### config.mk
export PLATFORM = sky130hd
export DESIGN_NAME = activity_blink
export DESIGN_NICKNAME = d
export VERILOG_FILES = /design/src/rtl/activity_blink.sv
export SDC_FILE = /design/constraint.sdc
export NUM_CORES = 1
export LEC_CHECK = 0
export ABC_AREA = 1
export CAP_MARGIN = 0
export CORE_ASPECT_RATIO = 0.75
export CORE_MARGIN = 2
export CORE_UTILIZATION = 35
export CTS_CLUSTER_DIAMETER = 80
export CTS_CLUSTER_SIZE = 40
export DETAILED_ROUTE_END_ITERATION = 6
export PLACE_DENSITY_LB_ADDON = 0.2
export SLEW_MARGIN = 15
export SYNTH_ARGS = -nofsm -noshare
export SYNTH_HDL_FRONTEND = slang
export SYNTH_SLANG_ARGS = --single-unit
### constraint.sdc
create_clock -name clk -period 2.34 [get_ports clk]
set_input_delay 0.468 -clock clk [delete_from_list [all_inputs] [get_ports clk]]
set_output_delay 0.468 -clock clk [all_outputs]
set_load 0.005 [all_outputs]
### src/rtl/activity_blink.sv
// activity_blink: turns single-cycle event strobes into visible LED blinks.
// Each accepted event gives one ON period of 2**ON_WIDTH cycles followed by
// an OFF gap of 2**OFF_WIDTH cycles. Events that arrive during a blink are
// remembered and replayed as further blinks.
// Optional feature macro: ACTIVITY_BLINK_QUEUE_EN. When it is defined, the
// pending store is a PEND_WIDTH-bit saturating counter and overflow is
// reported on dropped. Otherwise, the store is a single coalescing flag and
// dropped is held at 0.
// The strobe input is named evt because "event" is a reserved word.
module activity_blink #(
  parameter int ON_WIDTH   = 20,
  parameter int OFF_WIDTH  = 20,
  parameter int PEND_WIDTH = 4
) (
  input  logic clk,
  input  logic rst,
  input  logic evt,
  output logic led,
  output logic busy,
  output logic dropped
);

  // One down-counter times both phases, so it is as wide as the longer phase.
  localparam int CNT_WIDTH = (ON_WIDTH > OFF_WIDTH) ? ON_WIDTH : OFF_WIDTH;

`ifdef ACTIVITY_BLINK_QUEUE_EN
  localparam int PW = PEND_WIDTH;
`else
  // A single flag is enough when pending events coalesce; PEND_WIDTH has no effect.
  localparam int PW = (PEND_WIDTH > 0) ? 1 : 1;
`endif

  localparam logic [CNT_WIDTH-1:0] ON_RELOAD  = CNT_WIDTH'((64'd1 << ON_WIDTH) - 64'd1);
  localparam logic [CNT_WIDTH-1:0] OFF_RELOAD = CNT_WIDTH'((64'd1 << OFF_WIDTH) - 64'd1);

  typedef enum logic [1:0] {
    IDLE = 2'd0,
    ON   = 2'd1,
    GAP  = 2'd2
  } state_t;

  state_t                 state, state_next;
  logic [CNT_WIDTH-1:0]   count, count_next;
  logic [PW-1:0]          pending, pending_next;
  logic                   inc;
  logic                   consume;
  logic                   drop;

  // Phase sequencing: decides the next state and counter value, and decides
  // whether this cycle adds to or takes from the pending store.
  always_comb begin
    state_next = state;
    count_next = count;
    inc        = 1'b0;
    consume    = 1'b0;
    case (state)
      IDLE: begin
        // An event in IDLE starts a blink directly. It never goes through pending.
        if (evt) begin
          state_next = ON;
          count_next = ON_RELOAD;
        end
      end
      ON: begin
        inc = evt;
        if (count != '0) begin
          count_next = count - CNT_WIDTH'(1);
        end else begin
          state_next = GAP;
          count_next = OFF_RELOAD;
        end
      end
      GAP: begin
        if (count != '0) begin
          inc        = evt;
          count_next = count - CNT_WIDTH'(1);
        end else if ((pending != '0) || evt) begin
          state_next = ON;
          count_next = ON_RELOAD;
          // A stored event is consumed first; a same-cycle event then replaces it.
          // With nothing stored, the same-cycle event itself is consumed.
          if (pending != '0) begin
            consume = 1'b1;
            inc     = evt;
          end
        end else begin
          state_next = IDLE;
        end
      end
      default: begin
        state_next = IDLE;
        count_next = '0;
      end
    endcase
  end

  // Pending store: saturating add/subtract. If an add and a subtract happen together, they cancel.
  always_comb begin
    pending_next = pending;
    drop         = 1'b0;
    if (inc && !consume) begin
      if (&pending) begin
`ifdef ACTIVITY_BLINK_QUEUE_EN
        drop = 1'b1;
`endif
      end else begin
        pending_next = pending + PW'(1);
      end
    end else if (consume && !inc) begin
      pending_next = pending - PW'(1);
    end
  end

  // State, counter, pending and registered outputs. Reset clears everything at once.
  always_ff @(posedge clk or posedge rst) begin
    if (rst) begin
      state   <= IDLE;
      count   <= '0;
      pending <= '0;
      led     <= 1'b0;
      busy    <= 1'b0;
      dropped <= 1'b0;
    end else begin
      state   <= state_next;
      count   <= count_next;
      pending <= pending_next;
      led     <= (state_next == ON);
      busy    <= (state_next != IDLE);
      dropped <= drop;
    end
  end

endmodule
# Word-level counts from Yosys, hierarchy flattened
# Cells that the tools add are included.
[word_totals]
reg_bits = 25
latchBits = 0
ram_bits = 0
mem_bits_ro = 0
inputBits = 3
output_inout_bits = 3
elab_cells = 44
n_memories = 0
[classes]
addsub = 3
mul = 0
div = 0
magnitude_cmp = 0
eq_ne = 5
n_shift = 0
muxes = 21
bitwise_logic = 0
n_reduce_logical = 10
[op_table]
columns = ["op", "n"]
rows = [
  ["$mux 20", 4],
  ["$pmux 20 s3", 1],
  ["$reduce_bool 20->1", 1],
  ["$sub 20x1->20 const B", 1],
  ["$mux 1", 11],
  ["$mux 2", 3],
  ["$pmux 2 s3", 1],
  ["$eq 2x1->1 const B", 2],
  ["$reduce_bool 2->1", 2],
  ["$ne 3x3->1 const B", 1],
  ["$eq 2x2->1 const B", 1],
  ["$logic_and 1x1->1", 2],
  ["$logic_not 1->1", 2],
  ["$logic_not 2->1", 1],
  ["$ne 2x2->1 const B", 1],
  ["$pmux 1 s2", 1],
  ["$reduce_and 2->1", 1],
  ["$add 1x1->1 const B", 1],
  ["$logic_or 1x1->1", 1],
  ["$sub 1x1->1 const B", 1],
]

# Logic depth before layout (Yosys ltp)
[logic_depth]
ltp_word = 8
mapped_depth = 12

# Least setup slack after synthesis
# No wires, ideal clock.
[synth_path]
path_kind = "flip-flop to flip-flop"
startpoint = "register count[0]"
endpoint = "register pending"
setup_ns = 0.124
t_arrival_ns = 1.783
required_time_ns = 2.216
setup_slack_ns = 0.432
path_stages_with_launch = 13
n_path_buf = 0
cell_sequence = "dfrtp_1 inv_1 ha_1 nand2_1 nor2_4 nand3_2 a21oi_1 o21ai_0 nand3_1 inv_1 ha_1 nor3_1 a21oi_1"
[synth_between]
elab_chain_len = 6
elab_cells_between_ends = 11
[synth_lines]
columns = ["item", "line", "rtl"]
rows = [
  ["start: declaration", "43", "logic [CNT_WIDTH-1:0] count, count_next;"],
  ["start signal: assignment", "125", "count <= count_next;"],
  ["$reduce_bool 20->1 (*)", "74", "if (count != '0) begin"],
  ["$mux 1", "74", ""],
  ["$pmux 1 s2 or $mux 1 (tied branches)", "56", "case (state)"],
  ["$logic_not 1->1 (on tied branches)", "109, 101", ""],
  ["$logic_and 1x1->1 (on tied branches)", "109, 101", ""],
  ["$reduce_bool 2->1 (no source line) or $mux 1 (tied branches)", "--", ""],
  ["end signal: assignment", "126", "pending <= pending_next;"],
  ["end: declaration", "44", "logic [PW-1:0] pending, pending_next;"],
]
# Mark *: on every way between the ends. The rest lies on a longest branch, timed or not.
# A chain may end at the register's enable or synchronous reset.

# Worst setup path after layout
# Ends and elaborated chain as after synthesis.

==> results by group <==
Cells and area
  • Share of layout cells above drive strength 1: between 10 and 15%
  • Util after Layout: 39.4%
  • Design area: 2130 sq um
  • Final antenna diode count: 0
  • Area added between synthesis and finish: 6.90%
  • Nets: between 300 and 400

Timing
  • Total count of max-transition violations in the final report: 0
  • Tcrit/Tclk final: 89.1%
  • Setup repair after global routing missed its margin: false
  • Final Setup Violations: 0
  • Normalized max-slew margin: around 41%
  • Achievable frequency: roughly 480 MHz
  • Clock skew after layout: 0.0104 ns
  • TNS Setup: 0 ns
  • Slew at the pin with the worst max-slew slack: a little under 0.9 ns
  • Final hold vios: 0
  • Shortest clock period the worst path allows after layout: around 2.1 ns

Die
  • Horiz. Die Dim: between 90 and 100 microns
  • Core Footprint: ~5400 sq um
  • Num ports: 6
  • Chip Height: between 60 and 70 microns
  • Starting density of the core: 36.9%
  • Cell Rows: 23
  • Die footprint: 6320 sq um

CTS
  • Clock-pin slew reported for the worst setup and hold paths after clock tree synthesis: about 0.090 ns
  • Clock buffers created by TritonCTS: 3
  • Clock latency of the later-clocked register in the worst-skew pair: 0.27 ns
  • Number of buffers inserted by post-CTS setup repair: 0
  • Cts-stage hold buffer count: 0
  • TritonCTS clock tree: yes
  • Clk Tree Root Cell: sky130_fd_sc_hd__clkbuf_8
  • Post-cts resize count: 0
  • Clock net sink count: 25
  • CTS H-tree lvls: 1
  • Buffer depth of the longest clock path: 2

Place
  • Placed Instance Area: approximately 2100 sq um
  • Global placement routability congestion: 0.782
  • Detail Placement HPWL: around 3.2 mm
  • Number of I/O port buffers: 4

Critical path
  • Type of the setup path with the least slack: flip-flop to flip-flop
  • Type of origin of the critical path: flip-flop
  • CP Max Fanout: 4
  • Crit. End Element: flip-flop
  • Critical path data arrival time: ~2.3 ns
  • Required time reported for the critical path endpoint: roughly 2.5 ns

Power and ir drop
  • Power spent charging and discharging nets: roughly 1.3 mW
  • Post-layout power: approximately 2.6 mW
  • Net switching fraction of the power: 49.2%
  • Sequential share of power: between 30% and 40%
  • Internal Power: approximately 1.3 mW
  • Ratio of total power to cell area: ~1200 nW/um^2
  • Comb pwr share: between 50% and 60%
  • Peak supply drop: ~0.00046 V
  • Leakage power of the design: approximately 1.1 nW
  • Clk network pwr share: between 10% and 20%

Drt
  • Antenna Violating Nets Remaining: 0
  • Drt total wl: around 4.6 mm
  • DR iter-0 viols: 84
  • Post-route DRC: 0
  • Vias per inst: approximately 4.6
  • First drt pass iteration count: 4
  • Drt wl/cell: 11.9 microns
  • Routed via count: approximately 1.7k

GRT
  • Number of antenna violations at the first check in global routing: 0
  • Global routing met2 resource utilization: between 20% and 30%
  • GRT Resource Usage Total: ~16%
  • First-pass GRT wire length: 8.09 mm
  • Vias in the first global route: approximately 1.6k
  • Sum of overflow across all layers after global routing: 0
  • Most used routing layer: met1
  • GR met1 Demand/Resource: 23.9%
  • Largest net degree at the start of global routing: 26
  • Global routing met3 resource utilization: under 10%

Synth
  • Syn_area_per_cell: 6.58 sq um
  • Warning count from the yosys run: 0
  • Number of register bits inferred by synthesis: 25
  • Number of unique standard cell types used by synthesis: 27
  • Sequential element share of the synthesized area: between 30% and 40%
  • Syn Std Cell Area: roughly 2000 sq um
  • Net Count, Synth: between 300 and 400
  • Post-synthesis cell count: a little over 300

Run status
  • Run status: finished clean

Job
  • Max capacitance violation total: 0

Hold path
  • Worst Hold Class: flip-flop to flip-flop
==> cell usage in the layout, fill, tap and decap left out <==
cell type and n:
sky130_fd_sc_hd__nand2_1 139, sky130_fd_sc_hd__nor2_1 28, sky130_fd_sc_hd__dfrtp_1 25, sky130_fd_sc_hd__inv_1 21, sky130_fd_sc_hd__nand3_1 17, sky130_fd_sc_hd__o21ai_0 10, sky130_fd_sc_hd__nor2_2 7, sky130_fd_sc_hd__nand3b_1 7
sky130_fd_sc_hd__ha_1 7, sky130_fd_sc_hd__nor2_4 6, sky130_fd_sc_hd__nand2_2 5, sky130_fd_sc_hd__buf_4 5, sky130_fd_sc_hd__xnor2_1 4, sky130_fd_sc_hd__clkdlybuf4s50_1 4, sky130_fd_sc_hd__inv_2 3, sky130_fd_sc_hd__a21oi_1 3
sky130_fd_sc_hd__clkbuf_8 3, sky130_fd_sc_hd__xor2_1 2, sky130_fd_sc_hd__nand4_1 2, sky130_fd_sc_hd__nor2_8 1, sky130_fd_sc_hd__nand4_2 1, sky130_fd_sc_hd__o21bai_4 1, sky130_fd_sc_hd__nand3_2 1, sky130_fd_sc_hd__nor3_1 1
sky130_fd_sc_hd__o21ai_1 1, sky130_fd_sc_hd__conb_1 1, sky130_fd_sc_hd__clkbuf_1 1
==> Yosys cell counts <==
library cell	n	area share [%]
sky130_fd_sc_hd__ha_1	7	4.4
sky130_fd_sc_hd__xor2_1	2	0.88
sky130_fd_sc_hd__xnor2_1	4	1.8
sky130_fd_sc_hd__buf_1	1	0.19
sky130_fd_sc_hd__clkbuf_1	3	0.56
sky130_fd_sc_hd__buf_6	5	2.8
sky130_fd_sc_hd__o21bai_4	1	0.94
sky130_fd_sc_hd__nor2_8	1	1.0
sky130_fd_sc_hd__nand2_2	5	1.6
sky130_fd_sc_hd__o21ai_1	1	0.25
sky130_fd_sc_hd__buf_4	1	0.38
sky130_fd_sc_hd__dfrtp_1	25	31
sky130_fd_sc_hd__nand2_1	139	26
sky130_fd_sc_hd__nor3_1	1	0.25
sky130_fd_sc_hd__nand3_1	17	4.3
sky130_fd_sc_hd__nand3_2	1	0.50
sky130_fd_sc_hd__nor2_1	28	5.3
sky130_fd_sc_hd__nand3b_1	7	2.6
sky130_fd_sc_hd__a21oi_1	3	0.75
sky130_fd_sc_hd__nand4_2	1	0.63
sky130_fd_sc_hd__o21ai_0	10	2.5
sky130_fd_sc_hd__nor2_2	7	2.2
sky130_fd_sc_hd__conb_1	1	0.19
sky130_fd_sc_hd__inv_2	3	0.56
sky130_fd_sc_hd__nor2_4	6	3.4
sky130_fd_sc_hd__nand4_1	2	0.63
sky130_fd_sc_hd__inv_1	21	4.0
==> kinds of logic (layout without fill, tap and decap cells) <==
family,Yosys count,count (layout),share of synthesized area (%)
and+or+nand+nor,215,215,48.5
buffers and inverters,34,37,8.47
DFF,25,25,31.4
AOI/OAI and AO/OA,15,15,4.45
adders and majority gates,7,7,4.39
xor gates and xnor gates,6,6,2.63
other,1,1,0.188
==> worst paths after layout <==
path | to | cells past startpoint | startpoint | slack, ns
max | pending | 12 | count[0] | 0.26
min | count[0] | 2 | count[0] | 0.49
max reg2reg | pending | 12 | count[0] | 0.26
min reg2reg | count[0] | 2 | count[0] | 0.49
max in group asynchronous | busy | 3 | rst | 1.54
min in group asynchronous | count[9] | 3 | rst | 0.54
==> layout make-up <==
type | count | area [sq um]
Fill cell | 613 | 3280
Multi-Input combinational cell | 244 | 1200
Sequential cell | 25 | 626
Tap cell | 75 | 93.8
Inverter | 24 | 90.1
Timing Repair Buffer | 9 | 77.6
Clock buffer | 4 | 45.0
==> worst max-delay path: stages, from the launching register on <==
cell	delay (ns)
sky130_fd_sc_hd__dfrtp_1	0.38
sky130_fd_sc_hd__inv_1	0.11
sky130_fd_sc_hd__ha_1	0.20
sky130_fd_sc_hd__nand2_1	0.09
sky130_fd_sc_hd__nor2_4	0.14
sky130_fd_sc_hd__nand3_2	0.09
sky130_fd_sc_hd__a21oi_1	0.20
sky130_fd_sc_hd__o21ai_0	0.12
sky130_fd_sc_hd__nand3_1	0.08
sky130_fd_sc_hd__inv_1	0.04
sky130_fd_sc_hd__ha_1	0.30
sky130_fd_sc_hd__nor3_1	0.18
sky130_fd_sc_hd__a21oi_1	0.06
==> sequential cells by signal, summed over array words and instances, names as in the netlist <==
register,flops
busy,1
count,20
led,1
pending,1
state,2
==> per-stage QoR <==
stage               hold WS [ns]  std cells  setup WS [ns]
detailed placement         0.467        377         0.0886
CTS                        0.491        381          0.259
global placement           0.463        377          0.138
finish                     0.485        381          0.255
global route               0.537        381         0.0771
floorplan                  0.449        303          0.432
==> power groups by stage <==
stage	combinational (mW)	clock (mW)	sequential (mW)
after global placement	1.35	0	0.949
after floorplan	1.13	0	0.879
final	1.37	0.262	0.934
after CTS	1.37	0.278	0.937
after detailed placement	1.37	0	0.944
after global routing	1.59	0.298	0.976
==> routing by layer <==
metal / vias up / routed length, microns / part of all wire [%]
met4: 0 / 17 / 0.37
met2: 29 / 1840 / 41
met3: 2 / 216 / 4.7
met1: 769 / 2470 / 54
li1: 934 / - / -
met5: - / 0 / 0
(Power assumes the default switching activity.)
